--- config.mk ---
export PLATFORM = sky130hd
export DESIGN_NAME = clock_mode_ctrl
export DESIGN_NICKNAME = d
export VERILOG_FILES = /design/src/rtl/clock_mode_ctrl.sv
export SDC_FILE = /design/constraint.sdc
export NUM_CORES = 1
export LEC_CHECK = 0
export CORE_MARGIN = 2
export CORE_UTILIZATION = 60
export DETAILED_ROUTE_END_ITERATION = 6
export PLACE_DENSITY = 0.85
export SYNTH_ARGS = -nofsm -noshare
export SYNTH_HDL_FRONTEND = slang
export SYNTH_SLANG_ARGS = --single-unit
--- constraint.sdc ---
create_clock -name clk -period 10 [get_ports clk]
set_input_delay 3 -clock clk [delete_from_list [all_inputs] [get_ports clk]]
set_output_delay 3 -clock clk [all_outputs]
set_load 0.03 [all_outputs]
--- src/rtl/clock_mode_ctrl.sv ---
// Central mode controller for the digital clock: run / time-set / alarm-set sequencing,
// increment pulses with auto-repeat, idle timeout and lamps. Define CLOCK_CTRL_BLINK_EN for blinking lamps.
module clock_mode_ctrl #(
    parameter int unsigned TIMEOUT_S = 10,
    parameter int unsigned HOLD_CYC  = 50000000,
    parameter int unsigned REP_CYC   = 10000000
) (
    input  logic       clk,
    input  logic       rst_n,
    input  logic       tick_1hz,
    input  logic       key_mode,
    input  logic       key_turn,
    input  logic       key_change,
    output logic       inc_hour,
    output logic       inc_min,
    output logic       inc_ahour,
    output logic       inc_amin,
    output logic       sec_clr,
    output logic       run_en,
    output logic       disp_alarm,
    output logic       LD_hour,
    output logic       LD_min,
    output logic       LD_alert,
    output logic [2:0] state
);

    typedef enum logic [2:0] {
        RUN    = 3'd0,
        T_HOUR = 3'd1,
        T_MIN  = 3'd2,
        A_HOUR = 3'd3,
        A_MIN  = 3'd4
    } state_e;

    state_e      state_q, state_d;
    logic        mode_prev_q, mode_prev_d, turn_prev_q, turn_prev_d, change_prev_q, change_prev_d;
    logic        mode_stb_q, mode_stb_d, turn_stb_q, turn_stb_d, change_stb_q, change_stb_d;
    logic [31:0] hold_cnt_q, hold_cnt_d, rep_cnt_q, rep_cnt_d, idle_cnt_q, idle_cnt_d;
    logic [31:0] hold_raw, rep_raw;
    logic        rep_evt, in_set, legal, key_leave, change_act, timeout_hit, state_chg;
    logic        inc_hour_q, inc_hour_d, inc_min_q, inc_min_d;
    logic        inc_ahour_q, inc_ahour_d, inc_amin_q, inc_amin_d;
    logic        sec_clr_q, sec_clr_d, run_en_q, run_en_d, disp_alarm_q, disp_alarm_d;
    logic        ld_hour_q, ld_hour_d, ld_min_q, ld_min_d, ld_alert_q, ld_alert_d;

    assign in_set    = (state_q == T_HOUR) || (state_q == T_MIN) ||
                       (state_q == A_HOUR) || (state_q == A_MIN);
    assign legal     = in_set || (state_q == RUN);
    assign key_leave = mode_stb_q || (turn_stb_q && in_set);

    // Press strobes lag the key level by one cycle; previous-level flops reset high
    // so a key held through reset release is not seen as a press.
    always_comb begin
        mode_prev_d   = key_mode;
        turn_prev_d   = key_turn;
        change_prev_d = key_change;
        mode_stb_d    = key_mode & ~mode_prev_q;
        turn_stb_d    = key_turn & ~turn_prev_q;
        change_stb_d  = key_change & ~change_prev_q;
    end

    always_comb begin
        hold_raw = '0;
        rep_raw  = '0;
        rep_evt  = 1'b0;
        if (in_set && key_change && !key_leave) begin
            if (hold_cnt_q < HOLD_CYC) begin
                hold_raw = hold_cnt_q + 32'd1;
                rep_evt  = (hold_raw == HOLD_CYC);
            end else begin
                hold_raw = hold_cnt_q;
                rep_raw  = rep_cnt_q + 32'd1;
                if (rep_raw == REP_CYC) begin
                    rep_evt = 1'b1;
                    rep_raw = '0;
                end
            end
        end
    end

    assign change_act  = in_set && !key_leave && (change_stb_q || rep_evt);
    assign timeout_hit = (TIMEOUT_S != 0) && in_set && (idle_cnt_q == TIMEOUT_S);

    always_ff @(posedge clk or negedge rst_n) begin
        if (!rst_n) state_q <= RUN;
        else        state_q <= state_d;
    end

    // Priority turn > mode > change > timeout; a change action only blocks the timeout.
    always_comb begin
        state_d = state_q;
        if (!legal) begin
            state_d = RUN;
        end else if (turn_stb_q && in_set) begin
            state_d = RUN;
        end else if (mode_stb_q) begin
            case (state_q)
                RUN:     state_d = T_HOUR;
                T_HOUR:  state_d = T_MIN;
                T_MIN:   state_d = A_HOUR;
                A_HOUR:  state_d = A_MIN;
                default: state_d = RUN;
            endcase
        end else if (change_act) begin
            state_d = state_q;
        end else if (timeout_hit) begin
            state_d = RUN;
        end
    end

    always_comb begin
        state_chg  = (state_d != state_q);
        hold_cnt_d = state_chg ? '0 : hold_raw;
        rep_cnt_d  = state_chg ? '0 : rep_raw;
        idle_cnt_d = idle_cnt_q;
        if (!in_set || state_chg || mode_stb_q || turn_stb_q || change_stb_q || rep_evt)
            idle_cnt_d = '0;
        else if (tick_1hz && (idle_cnt_q < TIMEOUT_S))
            idle_cnt_d = idle_cnt_q + 32'd1;
        inc_hour_d   = change_act && (state_q == T_HOUR);
        inc_min_d    = change_act && (state_q == T_MIN);
        inc_ahour_d  = change_act && (state_q == A_HOUR);
        inc_amin_d   = change_act && (state_q == A_MIN);
        sec_clr_d    = (state_q == T_MIN) && state_chg;
        run_en_d     = !((state_d == T_HOUR) || (state_d == T_MIN));
        disp_alarm_d = (state_d == A_HOUR) || (state_d == A_MIN);
        ld_hour_d    = (state_d == T_HOUR) || (state_d == A_HOUR);
        ld_min_d     = (state_d == T_MIN) || (state_d == A_MIN);
        ld_alert_d   = disp_alarm_d;
    end

    always_ff @(posedge clk or negedge rst_n) begin
        if (!rst_n) begin
            mode_prev_q   <= 1'b1;
            turn_prev_q   <= 1'b1;
            change_prev_q <= 1'b1;
            mode_stb_q    <= 1'b0;
            turn_stb_q    <= 1'b0;
            change_stb_q  <= 1'b0;
            hold_cnt_q    <= '0;
            rep_cnt_q     <= '0;
            idle_cnt_q    <= '0;
            inc_hour_q    <= 1'b0;
            inc_min_q     <= 1'b0;
            inc_ahour_q   <= 1'b0;
            inc_amin_q    <= 1'b0;
            sec_clr_q     <= 1'b0;
            run_en_q      <= 1'b1;
            disp_alarm_q  <= 1'b0;
            ld_hour_q     <= 1'b0;
            ld_min_q      <= 1'b0;
            ld_alert_q    <= 1'b0;
        end else begin
            mode_prev_q   <= mode_prev_d;
            turn_prev_q   <= turn_prev_d;
            change_prev_q <= change_prev_d;
            mode_stb_q    <= mode_stb_d;
            turn_stb_q    <= turn_stb_d;
            change_stb_q  <= change_stb_d;
            hold_cnt_q    <= hold_cnt_d;
            rep_cnt_q     <= rep_cnt_d;
            idle_cnt_q    <= idle_cnt_d;
            inc_hour_q    <= inc_hour_d;
            inc_min_q     <= inc_min_d;
            inc_ahour_q   <= inc_ahour_d;
            inc_amin_q    <= inc_amin_d;
            sec_clr_q     <= sec_clr_d;
            run_en_q      <= run_en_d;
            disp_alarm_q  <= disp_alarm_d;
            ld_hour_q     <= ld_hour_d;
            ld_min_q      <= ld_min_d;
            ld_alert_q    <= ld_alert_d;
        end
    end

`ifdef CLOCK_CTRL_BLINK_EN
    logic blink_q, blink_d;

    // Phase restarts on at state entry and is held on right after an increment.
    always_comb begin
        blink_d = blink_q;
        if (state_chg)
            blink_d = 1'b1;
        else if (inc_hour_q || inc_min_q || inc_ahour_q || inc_amin_q)
            blink_d = 1'b1;
        else if (tick_1hz)
            blink_d = ~blink_q;
    end

    always_ff @(posedge clk or negedge rst_n) begin
        if (!rst_n) blink_q <= 1'b1;
        else        blink_q <= blink_d;
    end

    assign LD_hour = ld_hour_q & blink_q;
    assign LD_min  = ld_min_q & blink_q;
`else
    assign LD_hour = ld_hour_q;
    assign LD_min  = ld_min_q;
`endif

    assign inc_hour   = inc_hour_q;
    assign inc_min    = inc_min_q;
    assign inc_ahour  = inc_ahour_q;
    assign inc_amin   = inc_amin_q;
    assign sec_clr    = sec_clr_q;
    assign run_en     = run_en_q;
    assign disp_alarm = disp_alarm_q;
    assign LD_alert   = ld_alert_q;
    assign state      = state_q;

endmodule

==> flow_summary_export.csv, run 1 <==
group,metric,value,unit
sta,relSlewSlack,17.6,%
finish,fin_area,7120,um2
logic_synthesis,async_flop_share,100,%
grt,grt_pass1_wl,24.9,mm
clock_network,cts_hold_buf,0,
clock_network,cts_resized,0,
floorplanning,start_util,61.7,%
routing,dr.first_iter.drc_count,427,
sta,tns,0,ns
clock_network,numCtsBuffers,17,
routing,ant_nets,0,
logic_synthesis,syn_inst,666,
logic_synthesis,avgSynthCellArea,9.57,um2
grt,met3_usage,5.59,%
run_status,outcome,"completed",
sta,layout_min_cycle_time,5.56,ns
finish,syn2layout_area_growth,11.7,%
logic_synthesis,synth_area,6370,um2
clock_network,clock-sinks,114,
finish,fin_util,68.9,%
worst_setup_path,cp-startpoint,"key_change",
worst_setup_path,max_stage_delay,0.58,ns
sta,timing.final.crit_share,55.6,%
floorplanning,ios,19,
worst_setup_path,crit_family,"compound AO/OA/AOI/OAI gates",
grt,grt.total_usage,27.7,%
worst_setup_path,cp_num_buf_inv,2,
floorplanning,num_rows,37,
clock_network,cts_setup_buffers,0,
logic_synthesis,synth_edf_count,0,
routing,routed_wirelength,14.6,mm
sta,drv_slew,0,
logic_synthesis,yosysSeqAreaShare,44.8,%
grt,gr-total-overflow,0,
logic_synthesis,synth_fp_nets,677,
grt,use_met2,44.1,%
floorplanning,dieHeight,107,um
sta,finalSetupViolCount,0,
grt,grt_max_degree,77,
clock_network,clkTransAtPathRegs,0.06,ns
logic_synthesis,synth_cell_types,76,
power_and_ir_drop,ir_worst_vdd,0.137,mV
worst_setup_path,worstPathCellList,"clkdlybuf4s50_1 > o2111a_1 > or4bb_1 > o41ai_1 > o211ai_1 > or3_2 > buf_4 > a21oi_1",
power_and_ir_drop,p_leak,2.82,nW
worst_setup_path,cp_slowest_cell,"clkdlybuf4s50_1",
placement,portBuffers,18,
clock_network,clockRootBuffer,"clkbuf_8",
worst_hold_path,hp-start,"idle_cnt_q[30]$_DFFE_PN0P_",
finish,nets,678,
sta,finalWorstSetupSlack,4.44,ns
worst_setup_path,cp-start-kind,"input pin",
grt,grt-busiest-layer,"met2",
logic_synthesis,synth-warning-count,0,
routing,dr.pass1.iters,6,
worst_setup_path,end_kind,"flop",
floorplanning,die_width,107,um
placement,dp_hpwl,9.32,mm
sta,tightest_slew,1.23,ns
worst_hold_path,hp-class,"flop to flop",
worst_setup_path,crit_required,10.45,ns
routing,routedWlPerCell,17.9,um
clock_network,cts_buffer_depth,2,
routing,drc,0,
sta,grt_setup_unrepaired,"no",
placement,gp_congestion,0.913,
power_and_ir_drop,p_per_area,158,nW/um2
job,maxCapViolCount,0,
finish,n_antenna_cell,0,
worst_setup_path,arrival,6.01,ns
placement,place_ws,3.91,ns
clock_network,clk_latency,0.53,ns
floorplanning,die_area,11500,um2
logic_synthesis,synth_seq_cells,114,
worst_setup_path,path_class,"input pin to flop",
grt,antenna_found_initial,0,
routing,viasPerCell,6.26,
sta,fin_skew,0.00787,ns
finish,drive_above_1_share,12.6,%
sta,hold_violations,0,
grt,grt_pass1_vias,4999,
worst_setup_path,timing.rr.start,"hold_cnt_q[0]$_DFFE_PN0P_",
worst_setup_path,crit_fanout,32,
logic_synthesis,synth_ff_type,"dfrtp_1",
clock_network,tritoncts,"yes",
placement,dpl_cell_area,6550,um2
grt,grt.met1_usage,37.5,%
floorplanning,core,10300,um2
clock_network,htree_num_levels,4,
routing,num_vias,5106,
sta,fmax,180,MHz
-- cells in the mapped netlist, types with 19 or more instances --
master,count,share of area [%]
nand4_1,34,3.3
inv_1,25,1.5
xor2_1,29,4.0
nand3_1,34,2.7
dfrtp_1,110,43
nor3_1,19,1.5
nand2_1,41,2.4
nor2_1,79,4.7
and2_1,35,3.4
nor4_1,24,2.4
xnor2_1,32,4.4
nor2_4,20,3.5
-- registers in the layout, summed over array words and instances (netlist names), 3 cells and up --
| name | flops |
|---|---|
| hold_cnt_q | 32 |
| idle_cnt_q | 32 |
| rep_cnt_q | 32 |
| state | 3 |
-- cells by family after synthesis --
kind of cell	count (synthesis)	synth area share, %
mux	2	0.334
compound gates	75	9.13
xor+xnor	61	8.38
flops	114	44.8
simple gates	343	31.4
fa+ha+maj	5	0.982
buf+inv	66	4.91
-- area by class of cell --
class | count | area, um2
Timing Repair Buffer | 23 | 215
Inverter | 25 | 93.8
Sequential cell | 114 | 2860
Clock buffer | 19 | 442
Tap cell | 136 | 170
Clock inverter | 13 | 129
Multi-Input combinational cell | 486 | 3210
Fill cell | 718 | 3210
-- power breakdown --
part | internal (mW) | switching, mW
registers | 0.471 | 0.00865
logic | 0.0212 | 0.0464
clock network | 0.346 | 0.228
total | 0.838 | 0.283
-- routing by layer --
metal / up-vias / share of wire [%]
li1: 2353 / -
met1: 2516 / 44
met2: 197 / 48
met3: 40 / 5.3
met4: 0 / 2.5
met5: - / 0
-- stage by stage --
step / std cells / total power, mW / hold slack, ns
3_5_place_dp: 784 / 0.554 / 0.471
6_report: 816 / 1.12 / 0.489
5_1_grt: 816 / 1.15 / 0.504
3_3_place_gp: 784 / 0.550 / 0.469
2_1_floorplan: 666 / 0.523 / 0.454
4_1_cts: 816 / 1.12 / 0.491
-- worst register-to-register path, stage by stage (launching register included) --
cell and delay [ns]:
dfrtp_1 0.46, ha_1 0.31, nand2_1 0.14, or4_1 0.74, nor4b_2 0.47, mux2i_1 0.38, nand4_1 0.14, o41ai_1 0.57
o211ai_1 0.18, or3_2 0.43, buf_4 0.34, a21oi_1 0.25
-- worst paths after layout --
check                                                  end  slack, ns  cells past startpoint
worst min-delay path            idle_cnt_q[30]$_DFFE_PN0P_       0.49                      1
max in group asynchronous       hold_cnt_q[23]$_DFFE_PN0P_       6.25                      2
worst max-delay path               rep_cnt_q[23]$_DFF_PN0_       4.44                      8
min in group asynchronous          rep_cnt_q[13]$_DFF_PN0_       2.44                      1
worst min register to register  idle_cnt_q[30]$_DFFE_PN0P_       0.49                      1
worst max register to register     rep_cnt_q[23]$_DFF_PN0_       5.53                     11
-- cells in the final DEF (no fill, tap or decap), drive strengths merged, types with 3 or more instances in the layout --
| cell type | instances |
|---|---|
| nand2 | 41 |
| dfrtp | 110 |
| and4 | 7 |
| ha | 5 |
| xor2 | 29 |
| clkdlybuf4s50 | 17 |
| nor4 | 27 |
| xnor2 | 32 |
| nor3 | 21 |
| o31ai | 4 |
| nor4b | 3 |
| nand3 | 34 |
| clkinv | 7 |
| inv | 28 |
| or2 | 6 |
| o211ai | 6 |
| a21o | 5 |
| or4 | 6 |
| or3 | 4 |
| and3 | 7 |
| o21ai | 8 |
| a21oi | 15 |
| nor2b | 6 |
| and2 | 36 |
| a31o | 3 |
| a211o | 4 |
| nand4 | 36 |
| buf | 6 |
| o211a | 3 |
| nor2 | 99 |
| clkbuf | 19 |
| dfstp | 4 |
Note: power is estimated with default switching activity, not from simulation.
==> run 2, diff against run 1 <==
- clock period: 10 -> 5.5 ns (I/O delays scaled with it)
==> run 2 against run 1 <==
Die area unchanged. First-iteration DRC count increased by 19%. Final cell count up 0.12%. Flip-flop and latch count unchanged. Non-clock buffer count increased by 1. Clock skew about the same. Critical path type is now flop to flop. Largest power group unchanged. Highest routed layer unchanged.
==> flow_summary_export.csv, run 2 (synthesis results as in run 1) <==
group,metric,value,unit
routing,ant_nets,0,
clock_network,cts_setup_buffers,0,
grt,grt_max_degree,55,
sta,hold_violations,0,
grt,grt-busiest-layer,"met2",
placement,placedCellCount,785,
routing,drc,0,
finish,fin_area,7140,um2
routing,dr.first_iter.drc_count,510,
routing,viasPerCell,6.35,
placement,dpl_cell_area,6550,um2
worst_setup_path,end_kind,"flop",
clock_network,cts_resized,0,
floorplanning,die_width,107,um
clock_network,clkTransAtPathRegs,0.06,ns
sta,relSlewSlack,15.5,%
worst_setup_path,path_class,"flop to flop",
clock_network,cts_hold_buf,0,
finish,reg_top3,"hold_cnt_q: 32 flops, idle_cnt_q: 32 flops, rep_cnt_q: 32 flops",
worst_setup_path,arrival,5.07,ns
placement,gp_congestion,0.929,
clock_network,clock-sinks,114,
clock_network,cts_buffer_depth,2,
finish,mostFrequentLayoutCell,"dfrtp_1",
finish,syn2layout_area_growth,12.0,%
routing,routed_wirelength,14.7,mm
grt,use_met2,41.9,%
grt,grt_pass1_vias,5025,
grt,grt.total_usage,27.2,%
routing,num_vias,5192,
power_and_ir_drop,ir_worst_vdd,0.286,mV
finish,final_cell_mix,"dfrtp_1 (110), nor2_1 (79), nand2_1 (41)",
sta,layout_min_cycle_time,4.61,ns
sta,timing.final.crit_share,83.9,%
sta,fmax,217,MHz
grt,met3_usage,6.93,%
floorplanning,dieHeight,107,um
floorplanning,die_area,11500,um2
grt,grt_pass1_wl,24.5,mm
worst_setup_path,crit_fanout,18,
grt,gr-total-overflow,0,
floorplanning,start_util,61.7,%
clock_network,clk_latency,0.53,ns
clock_network,tritoncts,"yes",
finish,n_antenna_cell,0,
sta,finalSetupViolCount,0,
sta,tightest_slew,1.26,ns
clock_network,clockRootBuffer,"clkbuf_8",
worst_setup_path,cp-start-kind,"flop",
power_and_ir_drop,power,2.07,mW
run_status,outcome,"completed",
sta,grt_setup_unrepaired,"no",
floorplanning,core,10300,um2
finish,nets,679,
finish,multi_input_area,3210,um2
power_and_ir_drop,p_per_area,291,nW/um2
floorplanning,ios,19,
sta,finalWorstSetupSlack,0.885,ns
placement,dp_hpwl,9.52,mm
finish,regArea,2860,um2
grt,grt.met1_usage,37.4,%
clock_network,htree_num_levels,4,
routing,routedWlPerCell,18.0,um
sta,fin_skew,0.00745,ns
worst_hold_path,hp-class,"flop to flop",
job,maxCapViolCount,0,
finish,drive_above_1_share,12.8,%
worst_setup_path,crit_required,5.95,ns
grt,antenna_found_initial,0,
routing,dr.pass1.iters,7,
floorplanning,num_rows,37,
sta,drv_slew,0,
finish,n_fill_cell,704,
clock_network,numCtsBuffers,17,
placement,place_ws,0.574,ns
finish,instances_no_fill,817,
sta,tns,0,ns
power_and_ir_drop,p_leak,2.83,nW
placement,portBuffers,18,
==> run 2: cell types whose count changed in the layout (fill, tap and decap cells not counted), sizes merged <==
cell and delta:
buf +1, clkinvlp +2, clkbuf -1, clkinv -2, bufinv +1
==> run 2: final timing paths <==
check	from	slack (ns)	endpoint	cells after the start
worst max register to register	hold_cnt_q[0]$_DFFE_PN0P_	0.89	rep_cnt_q[17]$_DFF_PN0_	11
worst min register to register	idle_cnt_q[6]$_DFFE_PN0P_	0.49	idle_cnt_q[6]$_DFFE_PN0P_	1
max in group asynchronous	rst_n	3.51	hold_cnt_q[26]$_DFFE_PN0P_	2
worst min-delay path	idle_cnt_q[6]$_DFFE_PN0P_	0.49	idle_cnt_q[6]$_DFFE_PN0P_	1
min in group asynchronous	rst_n	1.02	rep_cnt_q[4]$_DFF_PN0_	1
worst max-delay path	hold_cnt_q[0]$_DFFE_PN0P_	0.89	rep_cnt_q[17]$_DFF_PN0_	11
==> run 2: cell type report <==
cell class,instances,share of cell area [%]
multi-input combinational,486,45.0
sequential,114,40.0
clock buffer,18,6.00
timing repair buffer,24,3.12
tap,136,2.38
clock inverter,14,2.19
inverter,25,1.31
==> run 2: metrics by stage <==
step / utilization (%) / hold WS, ns
2_1_floorplan: - / 0.454
3_3_place_gp: 63.5 / 0.469
3_5_place_dp: 63.5 / 0.473
4_1_cts: 69.1 / 0.491
5_1_grt: 69.1 / 0.500
6_report: 69.1 / 0.488
==> run 2: worst max-delay path, stage by stage, from the launching register on <==
cell	delay, ns
dfrtp_1	0.47
ha_1	0.28
nand2_1	0.12
or4_1	0.75
nor4b_2	0.44
mux2i_1	0.34
nand4_1	0.14
o41ai_1	0.55
o211ai_1	0.18
or3_2	0.71
buf_4	0.38
nor2_4	0.16
==> run 2: power breakdown <==
| part | leakage (nW) | internal [mW] | switching, mW |
|---|---|---|---|
| Sequential | 1.57 | 0.855 | 0.0153 |
| Clock | 0.274 | 0.661 | 0.419 |
| Combinational | 0.982 | 0.0390 | 0.0842 |
| Total | 2.83 | 1.56 | 0.518 |
==> run 2: metal layers <==
metal / vias to the layer above / part of all wire (%)
li1: 2372 / -
met1: 2537 / 43
met2: 239 / 47
met3: 44 / 7.1
met4: 0 / 2.6
met5: - / 0
==> run 3, diff against run 2 <==
- clock period: 5.5 -> 4.4 ns (I/O delays scaled with it)
==> run 3 against run 2 <==
Global-route usage barely moved. Power rose by 19%. Die area did not move. Via count fell by 2.1%. Highest routed layer unchanged.
==> flow_summary_export.csv, run 3 (synthesis results as in run 1) <==
group,metric,value,unit
run_status,outcome,"completed",
power_and_ir_drop,p_leak,2.86,nW
sta,fin_skew,0.0110,ns
grt,antenna_found_initial,0,
floorplanning,num_rows,37,
sta,tightest_slew,0.755,ns
power_and_ir_drop,comb_power_share,6.4,%
grt,grt.total_usage,27.3,%
floorplanning,ios,19,
placement,gp_congestion,0.899,
routing,drc,0,
clock_network,clk_latency,0.53,ns
sta,finalWorstSetupSlack,0.371,ns
job,maxCapViolCount,0,
power_and_ir_drop,internal_power,1.84,mW
placement,portBuffers,18,
sta,drv_slew,0,
grt,grt_pass1_wl,24.8,mm
floorplanning,dieHeight,107,um
worst_hold_path,hp-class,"flop to flop",
clock_network,cts_hold_buf,0,
finish,drive_above_1_share,13.6,%
sta,layout_min_cycle_time,4.03,ns
finish,instances_no_fill,825,
worst_setup_path,arrival,4.48,ns
sta,grt_setup_unrepaired,"no",
floorplanning,start_util,61.7,%
finish,final_cell_mix,"dfrtp_1 (110), nor2_1 (79), nand2_1 (41)",
clock_network,cts_resized,0,
clock_network,numCtsBuffers,17,
routing,dr.pass1.iters,5,
routing,ant_nets,0,
routing,viasPerCell,6.16,
grt,gr-total-overflow,0,
sta,fmax,248,MHz
sta,hold_slack,0.485,ns
worst_setup_path,cp_slowest_cell,"or4_1",
floorplanning,core,10300,um2
sta,tns,0,ns
sta,hold_violations,0,
power_and_ir_drop,power_switching,640,uW
worst_setup_path,cp_num_buf_inv,1,
finish,n_antenna_cell,0,
worst_setup_path,max_stage_delay,0.61,ns
worst_setup_path,crit_family,"simple AND/OR/NAND/NOR gates",
power_and_ir_drop,clkPwrFrac,49.7,%
clock_network,cts_setup_buffers,0,
routing,routedWlPerCell,17.4,um
worst_setup_path,worstPathCellList,"ha_1 > nand2_1 > or4_1 > nor4b_2 > mux2i_1 > nand4_1 > o41ai_1 > o211ai_1 > or3_2 > buf_12 > nor2_1",
routing,routed_wirelength,14.3,mm
worst_setup_path,crit_required,4.85,ns
power_and_ir_drop,sequentialPowerShare,44.0,%
clock_network,cts_buffer_depth,2,
sta,finalSetupViolCount,0,
routing,num_vias,5084,
power_and_ir_drop,p_per_area,345,nW/um2
grt,grt_pass1_vias,5047,
clock_network,clock-sinks,114,
worst_setup_path,timing.rr.start,"hold_cnt_q[0]$_DFFE_PN0P_",
placement,placedCellCount,793,
sta,timing.final.crit_share,91.6,%
worst_hold_path,hp-start,"mode_prev_q$_DFF_PN1_",
worst_setup_path,end_kind,"flop",
finish,n_fill_cell,720,
finish,nets,687,
grt,grt_max_degree,60,
worst_setup_path,r2r_slack,0.37,ns
floorplanning,die_area,11500,um2
clock_network,htree_num_levels,4,
worst_setup_path,path_class,"flop to flop",
finish,mostFrequentLayoutCell,"dfrtp_1",
routing,dr.first_iter.drc_count,394,
finish,fin_util,69.5,%
clock_network,clockRootBuffer,"clkbuf_8",
worst_setup_path,crit_fanout,32,
sta,relSlewSlack,49.6,%
floorplanning,die_width,107,um
clock_network,tritoncts,"yes",
placement,place_ws,0.362,ns
worst_setup_path,cp-start-kind,"flop",
finish,reg_top3,"hold_cnt_q: 32 flops, idle_cnt_q: 32 flops, rep_cnt_q: 32 flops",
placement,dp_hpwl,9.61,mm
worst_setup_path,cp-startpoint,"hold_cnt_q[0]$_DFFE_PN0P_",
power_and_ir_drop,ir_worst_vdd,0.261,mV
finish,syn2layout_area_growth,12.6,%
clock_network,clkTransAtPathRegs,0.06,ns
power_and_ir_drop,sw_frac_of_total,25.8,%
-- run 3: cell types whose count changed in the layout (fill, tap and decap cells not counted) --
cell / delta
buf_4: +6
inv_6: +2
clkinvlp_4: -2
clkinv_2: +1
buf_12: +2
clkbuf_1: +1
bufinv_16: -2
-- run 3: worst paths after layout --
check,to,cells after the start
worst max register to register,rep_cnt_q[9]$_DFF_PN0_,11
min in group asynchronous,rep_cnt_q[20]$_DFF_PN0_,1
max in group asynchronous,run_en$_DFF_PN1_,2
worst max-delay path,rep_cnt_q[9]$_DFF_PN0_,11
worst min-delay path,mode_stb_q$_DFF_PN0_,1
worst min register to register,mode_stb_q$_DFF_PN0_,1
-- run 3: final cells by class --
type | count | area [um2] | area share, %
clock buffers | 19 | 432 | 6.02
flip-flops and latches | 114 | 2860 | 39.8
repair buffers | 32 | 308 | 4.29
inverters | 25 | 93.8 | 1.31
clock inverters | 13 | 104 | 1.45
well taps | 136 | 170 | 2.37
multi-input cells | 486 | 3210 | 44.7
-- run 3: routing by layer --
layer	global-route usage, %	share of wire, %	wire length [um]
met5	0	0	0
met4	7.98	1.8	259
met2	42.9	48	6880
met3	4.92	5.1	727
met1	38.9	45	6470
-- run 3: worst reg2reg max path, delay by kind of cell (launching register included) --
kind,cells,cell delay (ns)
compound gates,2,0.64
fa+ha+maj,1,0.29
buf+inv,1,0.22
mux,1,0.37
simple gates,6,1.96
flops,1,0.48
-- run 3: power groups by stage --
| stage | Sequential, mW | Combinational, mW | Clock [mW] |
|---|---|---|---|
| finish | 1.09 | 0.158 | 1.23 |
| global route | 1.09 | 0.174 | 1.30 |
| CTS | 1.09 | 0.160 | 1.24 |
| detailed placement | 1.11 | 0.157 | 0 |
| global placement | 1.10 | 0.152 | 0 |
| floorplan | 1.12 | 0.0682 | 0 |
-- run 3: through the flow --
stage / cell area, um2 / total power, mW
final: 7170 / 2.48
after global routing: 7170 / 2.56
after CTS: 7170 / 2.49
after detailed placement: 6640 / 1.26
after global placement: 6640 / 1.26
after floorplan: 6370 / 1.19
